File: src/rtl/vga_pkg.sv
// Timing constants and shared types for the 1024x768@60Hz VGA timing generator.
// All constants are typed to the counter width so comparisons stay width-matched.
package vga_pkg;

  localparam int unsigned CNT_W = 11;

  typedef logic [CNT_W-1:0] cnt_t;

  localparam cnt_t HOR_TOTAL_TIME  = 11'd1344;
  localparam cnt_t HOR_BLANK_START = 11'd1024;
  localparam cnt_t HOR_SYNC_START  = 11'd1048;
  localparam cnt_t HOR_SYNC_TIME   = 11'd136;

  localparam cnt_t VER_TOTAL_TIME  = 11'd806;
  localparam cnt_t VER_BLANK_START = 11'd768;
  localparam cnt_t VER_SYNC_START  = 11'd771;
  localparam cnt_t VER_SYNC_TIME   = 11'd6;

  // First count past the sync pulse.
  localparam cnt_t HOR_SYNC_END = HOR_SYNC_START + HOR_SYNC_TIME;
  localparam cnt_t VER_SYNC_END = VER_SYNC_START + VER_SYNC_TIME;

endpackage

File: src/rtl/vga_if.sv
// Video bundle passed down the draw pipeline: pixel position, sync/blank strobes and colour.
interface vga_if;

  logic [10:0] hcount;
  logic [10:0] vcount;
  logic        hsync;
  logic        hblnk;
  logic        vsync;
  logic        vblnk;
  logic [11:0] rgb;

  modport out (
    output hcount, vcount, hsync, hblnk, vsync, vblnk, rgb
  );

  modport in (
    input hcount, vcount, hsync, hblnk, vsync, vblnk, rgb
  );

endinterface

File: src/rtl/vga_timing_counter.sv
// Mod-N counter exposing its next-state value and a wrap strobe for cascading.
// Any out-of-range count returns to zero on the following edge.
module vga_timing_counter
  import vga_pkg::*;
#(
  parameter cnt_t N = HOR_TOTAL_TIME
) (
  input  logic clk,
  input  logic rst,
  input  logic en_i,
  output cnt_t next_o,
  output logic wrap_o
);

  localparam cnt_t Last = N - cnt_t'(1);

  cnt_t count_q, count_d;

  always_comb begin
    wrap_o = en_i && (count_q >= Last);
    if (count_q > Last) begin
      count_d = '0;
    end else if (en_i) begin
      count_d = (count_q == Last) ? '0 : count_q + cnt_t'(1);
    end else begin
      count_d = count_q;
    end
  end

  always_ff @(posedge clk) begin
    if (rst) begin
      count_q <= '0;
    end else begin
      count_q <= count_d;
    end
  end

  assign next_o = count_d;

endmodule

File: src/rtl/vga_timing.sv
// VGA 1024x768@60Hz timing generator: cascaded pixel/line counters with registered strobes.
// Strobes decode the counters' next-state values so they align with the registered counts.
module vga_timing
  import vga_pkg::*;
(
  input  logic  clk,
  input  logic  rst,
  vga_if.out    vga_out
);

  cnt_t h_next, v_next;
  logic h_wrap;
  logic v_wrap;
  logic hblnk_d, hsync_d, vblnk_d, vsync_d;

  vga_timing_counter #(
    .N (HOR_TOTAL_TIME)
  ) u_hcnt (
    .clk    (clk),
    .rst    (rst),
    .en_i   (1'b1),
    .next_o (h_next),
    .wrap_o (h_wrap)
  );

  // Vertical advances once per line, on the horizontal wrap.
  vga_timing_counter #(
    .N (VER_TOTAL_TIME)
  ) u_vcnt (
    .clk    (clk),
    .rst    (rst),
    .en_i   (h_wrap),
    .next_o (v_next),
    .wrap_o (v_wrap)
  );

  always_comb begin
    hblnk_d = (h_next >= HOR_BLANK_START);
    hsync_d = (h_next >= HOR_SYNC_START) && (h_next < HOR_SYNC_END);
    vblnk_d = (v_next >= VER_BLANK_START);
    vsync_d = (v_next >= VER_SYNC_START) && (v_next < VER_SYNC_END);
  end

  always_ff @(posedge clk) begin
    if (rst) begin
      vga_out.hcount <= '0;
      vga_out.vcount <= '0;
      vga_out.hblnk  <= 1'b0;
      vga_out.hsync  <= 1'b0;
      vga_out.vblnk  <= 1'b0;
      vga_out.vsync  <= 1'b0;
      vga_out.rgb    <= '0;
    end else begin
      vga_out.hcount <= h_next;
      vga_out.vcount <= v_next;
      vga_out.hblnk  <= hblnk_d;
      vga_out.hsync  <= hsync_d;
      vga_out.vblnk  <= vblnk_d;
      vga_out.vsync  <= vsync_d;
      vga_out.rgb    <= '0;
    end
  end

  // Frame wrap is implied by the counters; nothing downstream consumes it here.
  logic unused_v_wrap;
  assign unused_v_wrap = v_wrap;

endmodule

File: src/flat_wrapper.sv
// flat-port wrapper written by rule: the top's interface ports become plain ports
module vga_timing_flat import vga_pkg::*;
  (clk, rst, vga_out_hcount, vga_out_vcount, vga_out_hsync, vga_out_hblnk, vga_out_vsync, vga_out_vblnk, vga_out_rgb);
  vga_if vga_out_i ();
  input  logic clk;
  input  logic rst;
  output wire logic [$bits(vga_out_i.hcount)-1:0] vga_out_hcount;
  output wire logic [$bits(vga_out_i.vcount)-1:0] vga_out_vcount;
  output wire logic [$bits(vga_out_i.hsync)-1:0] vga_out_hsync;
  output wire logic [$bits(vga_out_i.hblnk)-1:0] vga_out_hblnk;
  output wire logic [$bits(vga_out_i.vsync)-1:0] vga_out_vsync;
  output wire logic [$bits(vga_out_i.vblnk)-1:0] vga_out_vblnk;
  output wire logic [$bits(vga_out_i.rgb)-1:0] vga_out_rgb;
  assign vga_out_hcount = vga_out_i.hcount;
  assign vga_out_vcount = vga_out_i.vcount;
  assign vga_out_hsync = vga_out_i.hsync;
  assign vga_out_hblnk = vga_out_i.hblnk;
  assign vga_out_vsync = vga_out_i.vsync;
  assign vga_out_vblnk = vga_out_i.vblnk;
  assign vga_out_rgb = vga_out_i.rgb;
  vga_timing u_core (.clk(clk), .rst(rst), .vga_out(vga_out_i));
endmodule
File: config.mk
export PLATFORM = sky130hd
export DESIGN_NAME = vga_timing_flat
export DESIGN_NICKNAME = d
export VERILOG_FILES = /design/src/rtl/vga_pkg.sv /design/src/rtl/vga_if.sv /design/src/rtl/vga_timing_counter.sv /design/src/rtl/vga_timing.sv /design/src/flat_wrapper.sv
export SDC_FILE = /design/constraint.sdc
export NUM_CORES = 1
export LEC_CHECK = 0
export ABC_AREA = 1
export BUFFER_PORTS_ARGS = -buffer_cell sky130_fd_sc_hd__buf_2
export CAP_MARGIN = 5
export CORE_AREA = 5 5 61 90
export DETAILED_ROUTE_END_ITERATION = 10
export DIE_AREA = 0 0 66 95
export PLACE_DENSITY = 0.87
export RECOVER_POWER = 50
export SYNTH_ARGS = -nofsm -noshare
export SYNTH_HDL_FRONTEND = slang
export SYNTH_HIERARCHICAL = 1
export SYNTH_SLANG_ARGS = --single-unit
File: constraint.sdc
create_clock -name clk -period 3.1 [get_ports clk]
set_input_delay 0.31 -clock clk [delete_from_list [all_inputs] [get_ports clk]]
set_output_delay 0.31 -clock clk [all_outputs]
set_load 0.05 [all_outputs]
==> results of run 1 <==
[layer usage]
| layer | global-route usage | wire (um) | part of all wire |
|---|---|---|---|
| met5 | 0 | 0 | 0 |
| met3 | 0.0345 | 168 | 0.031 |
| met1 | 0.198 | 1970 | 0.36 |
| met4 | 0.103 | 216 | 0.039 |
| met2 | 0.361 | 3150 | 0.57 |
[worst max-delay path, cell delays in order (launching register included)]
cell and delay (ns):
dfxtp_1 0.38, ha_1 0.21, nand2_1 0.07, nor2_1 0.10, nand3_1 0.17, a31oi_1 0.21
buf_4 0.20, nand2_1 0.10, nor2_4 0.15, nand3_1 0.09, nand2_1 0.08, nand2_1 0.07
nor2_2 0.09, nand2_2 0.06, inv_1 0.07, nand2_1 0.07, nor2_1 0.11, nand3_1 0.07
nor2_1 0.09
[layout make-up]
class / count / area [um2]
Multi-Input combinational cell: 251 / 1260
Fill cell: 441 / 1890
Timing Repair Buffer: 28 / 110
Sequential cell: 48 / 961
Clock inverter: 1 / 8.76
Tap cell: 66 / 82.6
Inverter: 79 / 297
Clock buffer: 7 / 76.3
[metrics by stage]
step | area, um2 | utilization | power [W] | std cells
finish | 2800 | 0.597 | 0.00107 | 480
global route | 2800 | 0.597 | 0.00111 | 480
CTS | 2870 | 0.611 | 0.00108 | 480
detailed placement | 2780 | 0.592 | 0.000718 | 472
global placement | 2780 | 0.592 | 0.000717 | 472
floorplan | 2690 | - | 0.000722 | 397
[worst max-delay path by stage]
stage | from | endpoint | depth (start not counted) | slack (ns)
CTS | u_core/u_hcnt/count_q[0]$_SDFF_PP0_ | u_core/vga_out.vsync$_SDFF_PP0_ | 18 | 0.71
floorplan | u_core/u_hcnt/count_q[0]$_SDFF_PP0_ | u_core/vga_out.vsync$_SDFF_PP0_ | 18 | 1.01
detailed placement | u_core/u_hcnt/count_q[0]$_SDFF_PP0_ | u_core/vga_out.vsync$_SDFF_PP0_ | 18 | 0.73
global route | u_core/u_hcnt/count_q[0]$_SDFF_PP0_ | u_core/vga_out.vsync$_SDFF_PP0_ | 18 | 0.44
global placement | u_core/u_hcnt/count_q[0]$_SDFF_PP0_ | u_core/vga_out.vsync$_SDFF_PP0_ | 18 | 0.89
finish | u_core/u_hcnt/count_q[0]$_SDFF_PP0_ | u_core/vga_out.vsync$_SDFF_PP0_ | 18 | 0.65
[registers in the layout, indices dropped and copies added, names as in the netlist]
signal and cells:
u_core/vga_out.vcount 11, u_core/vga_out.hblnk 1, u_core/vga_out.hsync 1, u_core/u_hcnt/count_q 11
u_core/vga_out.hcount 11, u_core/vga_out.vsync 1, u_core/u_vcnt/count_q 11, u_core/vga_out.vblnk 1
[report_power, final]
| part | leakage (nW) | total, W | switching (W) | internal, W |
|---|---|---|---|---|
| clock network | 0.0424 | 0.000367 | 0.000206 | 0.000161 |
| logic | 0.930 | 0.0000787 | 0.0000697 | 0.00000901 |
| registers | 0.388 | 0.000625 | 0.00000278 | 0.000622 |
==> metrics.yaml, run 1 <==
floorplan:
  die_area_um2: 6270
  core_region_area_um2: 4690
  start_util: 0.560
  die_h_um: 95
  placementRows: 31
  ioPinCount: 40
  die_x_um: 66
clock_tree:
  postCtsSetupBuffers: 0
  postCtsResizedCells: 0
  cts_tree: "yes"
  clk_path_buf_depth: 2
  numCtsBuffers: 5
  ctsRootBufferMaster: "clkbuf_8"
  worst_skew_pair.late_latency_ns: 0.30
  cts_max_level: 2
  clock-sinks: 48
  path_clk_slew_ns: 0.09
  hold_buffers: 0
timing:
  tightestPinTransition_ns: 0.881
  setup-tns-final_ns: 0
  rsz0062_at_grt: "false"
  setup_viol: 0
  maxSlewHeadroom: 0.413
  fin_crit_ns: 2.45
  whs_ns: 0.608
  finalWorstSetupSlack_ns: 0.649
  fin_skew_ns: 0.00725
  hold_viol: 0
  fin_crit_sh: 0.791
  drv_slew: 0
  timing.fmax_mhz: 408
worst_setup_path:
  cp-end-kind: "register"
  startpoint_type: "register"
  arrival_ns: 2.69
  critPathKind: "reg2reg"
  r2r_end: "u_core/vga_out.vsync$_SDFF_PP0_"
  required_ns: 3.34
  timing.rr.start: "u_core/u_hcnt/count_q[0]$_SDFF_PP0_"
  reg2reg_setup_slack_ns: 0.65
  worstPathMaxFanout: 8
  r2r_cells: 18
drt:
  first_pass_iters: 4
  via_per_inst: 4.75
  drc: 0
  drt_wl_total_um: 5500
  num_vias: 2282
  dr.first_iter.drc_count: 171
  ant_nets: 0
  wl_per_cell_um: 11.5
global_routing:
  grt_pass1_vias: 2280
  antenna_found_initial: 0
  grt_max_degree: 46
  grtUsageTotal: 0.193
  overflow: 0
  grt_first_pass_wirelength_um: 9490
final_layout:
  layout_commonest_cell: "nand2_1"
  nets: 418
  final_cell_mix: "75 x nand2_1, 72 x inv_1, 61 x nor2_1"
  drive_above_1_share: 0.135
  syn2layout_area_growth_pct: 6.47
  diodes: 0
flow_run:
  maxCapViolations: 0
min_path:
  min_to: "u_core/vga_out.hcount[8]$_SDFF_PP0_"
  hp-start: "rst"
  hold_path.class: "in2reg"
  whs_path_depth: 2
power:
  powerDensity_nw_per_um2: 382
  vdd_drop_max_mv: 0.323
  leakagePower_nw: 1.36
placement:
  place_hpwl_um: 4230
  pre_cts_slack_ns: 0.731
  place.gp.congestion: 0.934
  portBuffers: 27
yosys:
  synth_area_um2: 2630
  synthCells: 380
  syn-mean-instance-area_um2: 6.92
  yosysWarningCount: 6
status:
  status: "complete, no violations"
No activity file was read; power rests on OpenSTA's default activity.
==> run 2, diff against run 1 <==
--- a/config.mk
+++ b/config.mk
@@ -5,13 +5,13 @@
 export SDC_FILE = /design/constraint.sdc
 export NUM_CORES = 1
 export LEC_CHECK = 0
-export ABC_AREA = 1
+export ABC_AREA = 0
 export BUFFER_PORTS_ARGS = -buffer_cell sky130_fd_sc_hd__buf_2
 export CAP_MARGIN = 5
-export CORE_AREA = 5 5 61 90
+export CORE_AREA = 5 5 58 86
 export DETAILED_ROUTE_END_ITERATION = 10
-export DIE_AREA = 0 0 66 95
-export PLACE_DENSITY = 0.87
+export DIE_AREA = 0 0 63 91
+export PLACE_DENSITY = 0.86
 export RECOVER_POWER = 50
 export SYNTH_ARGS = -nofsm -noshare
 export SYNTH_HDL_FRONTEND = slang
==> constraint.sdc (replaced) <==
create_clock -name clk -period 2.5 [get_ports clk]
set_input_delay 0.25 -clock clk [delete_from_list [all_inputs] [get_ports clk]]
set_output_delay 0.25 -clock clk [all_outputs]
set_load 0.05 [all_outputs]
==> run 2 against run 1 <==
Die area is 8.6% lower. Hold slack got worse by 0.14 ns. Final area decreased by 2.0%. Via count fell by 13%. Synthesized cell count down 34%. Critical path depth fell by 7. Clock power rose by 73%. Power increased by 41%. Final cell count shrank 26%. Synthesized area shrank 13%. Combinational power up 25%. Critical endpoint unchanged.
==> metrics.yaml, run 2 <==
power:
  power_w: 0.00151  # +41%
  p_switching_w: 0.000329  # +18%
  comb_power_share: 0.065  # -0.009
  leakagePower_nw: 1.03  # -24%
  p_int_w: 0.00118  # +49%
  vdd_drop_max_mv: 0.568  # +76%
  p_seq_frac: 0.514  # -0.070
  sw_frac_of_total: 0.218  # -0.0420
  powerDensity_nw_per_um2: 550  # +44%
  pwr-share-clk: 0.421  # +0.078
timing:
  finalWorstSetupSlack_ns: 0.0276  # -0.622 ns
  whs_ns: 0.468  # -0.140 ns
  fin_crit_sh: 0.989  # +0.198
  rsz0062_at_grt: "true"
  drv_slew: 0  # unchanged
  setup_viol: 0  # unchanged
  timing.fmax_mhz: 404  # -0.88%
  hold_viol: 0  # unchanged
  maxSlewHeadroom: 0.503  # +0.0901
  fin_skew_ns: 0.00188  # -0.00538 ns
  fin_crit_ns: 2.47  # +0.0218 ns
  tightestPinTransition_ns: 0.739  # -0.142 ns
worst_setup_path:
  worst_path_largest_cell_delay_ns: 0.50  # +0.12 ns
  required_ns: 2.74  # -0.60 ns
  worstPathMaxFanout: 6  # -2
  cp_num_buf_inv: 3  # +1
  cp-end-kind: "register"
  startpoint: "u_core/u_hcnt/count_q[7]$_SDFF_PP0_"
  critical_path.most_common_cell: "buf_4"
  crit_path_cell_trace: "buf_4 -> a21oi_1 -> nand2b_1 -> a21oi_2 -> buf_6 -> buf_4 -> o21ai_0 -> nor2_1 -> or4b_1 -> o21ai_1 -> and4_1"
  critPathKind: "reg2reg"
  critPathSlowestCell: "or4b_1"
  startpoint_type: "register"
  arrival_ns: 2.71  # +0.02 ns
  critPathTopFamily: "simple AND/OR/NAND/NOR gates"
  timing.rr.start: "u_core/u_hcnt/count_q[7]$_SDFF_PP0_"
floorplan:
  start_util: 0.547  # -0.0135
  placementRows: 29  # -6.5%
  die_h_um: 91  # -4.2%
  ioPinCount: 40  # unchanged
  die_x_um: 63  # -4.5%
  core_region_area_um2: 4170  # -11%
  die_area_um2: 5730  # -8.6%
global_routing:
  grt_max_degree: 39  # -15%
  overflow: 0  # unchanged
  antenna_found_initial: 0  # unchanged
  grtUsageTotal: 0.171  # -0.0216
  grt_pass1_vias: 1830  # -20%
  grt_first_pass_wirelength_um: 8120  # -14%
clock_tree:
  path_clk_slew_ns: 0.08  # about the same
  clk_path_buf_depth: 2  # unchanged
  cts_tree: "yes"
  worst_skew_pair.late_latency_ns: 0.29  # about the same
  hold_buffers: 0  # unchanged
  clock-sinks: 48  # unchanged
  numCtsBuffers: 5  # unchanged
  cts_max_level: 2  # unchanged
  ctsRootBufferMaster: "clkbuf_8"
final_layout:
  final_util: 0.658  # +0.0612
  seq_area_um2: 966  # +0.52%
  layout_commonest_cell: "dfxtp_1"
  syn2layout_area_growth_pct: 20.3
  multi_input_area_um2: 1250  # -1.5%
  drive_above_1_share: 0.195  # +0.0595
  nFillCells: 331  # -25%
  final_cell_mix: "44 x dfxtp_1, 35 x nor2_1, 27 x buf_4"
  nets: 313  # -25%
  diodes: 0  # unchanged
yosys:
  synthCells: 250  # -34%
  synth_area_um2: 2280  # -13%
  yosysWarningCount: 6  # unchanged
  syn-mean-instance-area_um2: 9.13  # +32%
placement:
  pre_cts_slack_ns: -0.0155  # -0.746 ns
  place.gp.congestion: 0.879  # -6.0%
  portBuffers: 27  # unchanged
  place_hpwl_um: 3330  # -21%
drt:
  drc: 0  # unchanged
  num_vias: 1991  # -13%
  ant_nets: 0  # unchanged
  drt_wl_total_um: 5310  # -3.4%
  via_per_inst: 5.62  # +18%
  wl_per_cell_um: 15.0  # +31%
  first_pass_iters: 4  # unchanged
  dr.first_iter.drc_count: 106  # -38%
min_path:
  hold_path.class: "in2reg"
  hp-start: "rst"
flow_run:
  maxCapViolations: 0  # unchanged
status:
  status: "complete, no violations"
run 2: routing by layer:
layer / wire, um / global-route usage
met5: 0 / 0
met4: 228 / 0.0743
met3: 360 / 0.0432
met2: 2730 / 0.304
met1: 1990 / 0.189
run 2: final timing paths:
path / cells past startpoint / endpoint / slack, ns
worst min-delay path: 4 / u_core/u_vcnt/count_q[5]$_SDFF_PP0_ / 0.47
worst min register to register: 2 / u_core/u_hcnt/count_q[5]$_SDFF_PP0_ / 0.65
worst max-delay path: 11 / u_core/vga_out.vsync$_SDFF_PP0_ / 0.03
worst max register to register: 11 / u_core/vga_out.vsync$_SDFF_PP0_ / 0.03
run 2: cell type report:
cell class,instances,area share
clock inverters,2,0.0219
inverters,8,0.0109
clock buffers,5,0.0251
well taps,46,0.0210
flip-flops and latches,48,0.352
multi-input cells,190,0.454
repair buffers,55,0.115
run 2: metrics by stage:
step | std cells | instance area, um2 | TNS [ns]
6_report | 354 | 2750 | 0
5_1_grt | 354 | 2750 | -0.168
4_1_cts | 352 | 2740 | 0
3_5_place_dp | 340 | 2550 | -0.0155
3_3_place_gp | 340 | 2550 | 0
2_1_floorplan | 268 | 2350 | 0
run 2: repair_timing:
item,4_1_cts,5_1_grt
setup endpoints to repair,3,3
pin swaps,3,7
gates resized for setup,5,14
setup buffers,5,2
cloned,0,0
run 2: power groups by stage:
stage | clock network [W] | logic (W) | registers [W]
floorplan | 0 | 0.0000833 | 0.000807
global placement | 0 | 0.0000956 | 0.000793
detailed placement | 0 | 0.0000966 | 0.000793
CTS | 0.000651 | 0.0000979 | 0.000775
global route | 0.000686 | 0.000107 | 0.000777
finish | 0.000635 | 0.0000984 | 0.000776
run 2: tightest hold or removal path: stages:
cell	delay [ns]
buf_2	0.10
inv_1	0.08
a32oi_2	0.19
nor2_1	0.10
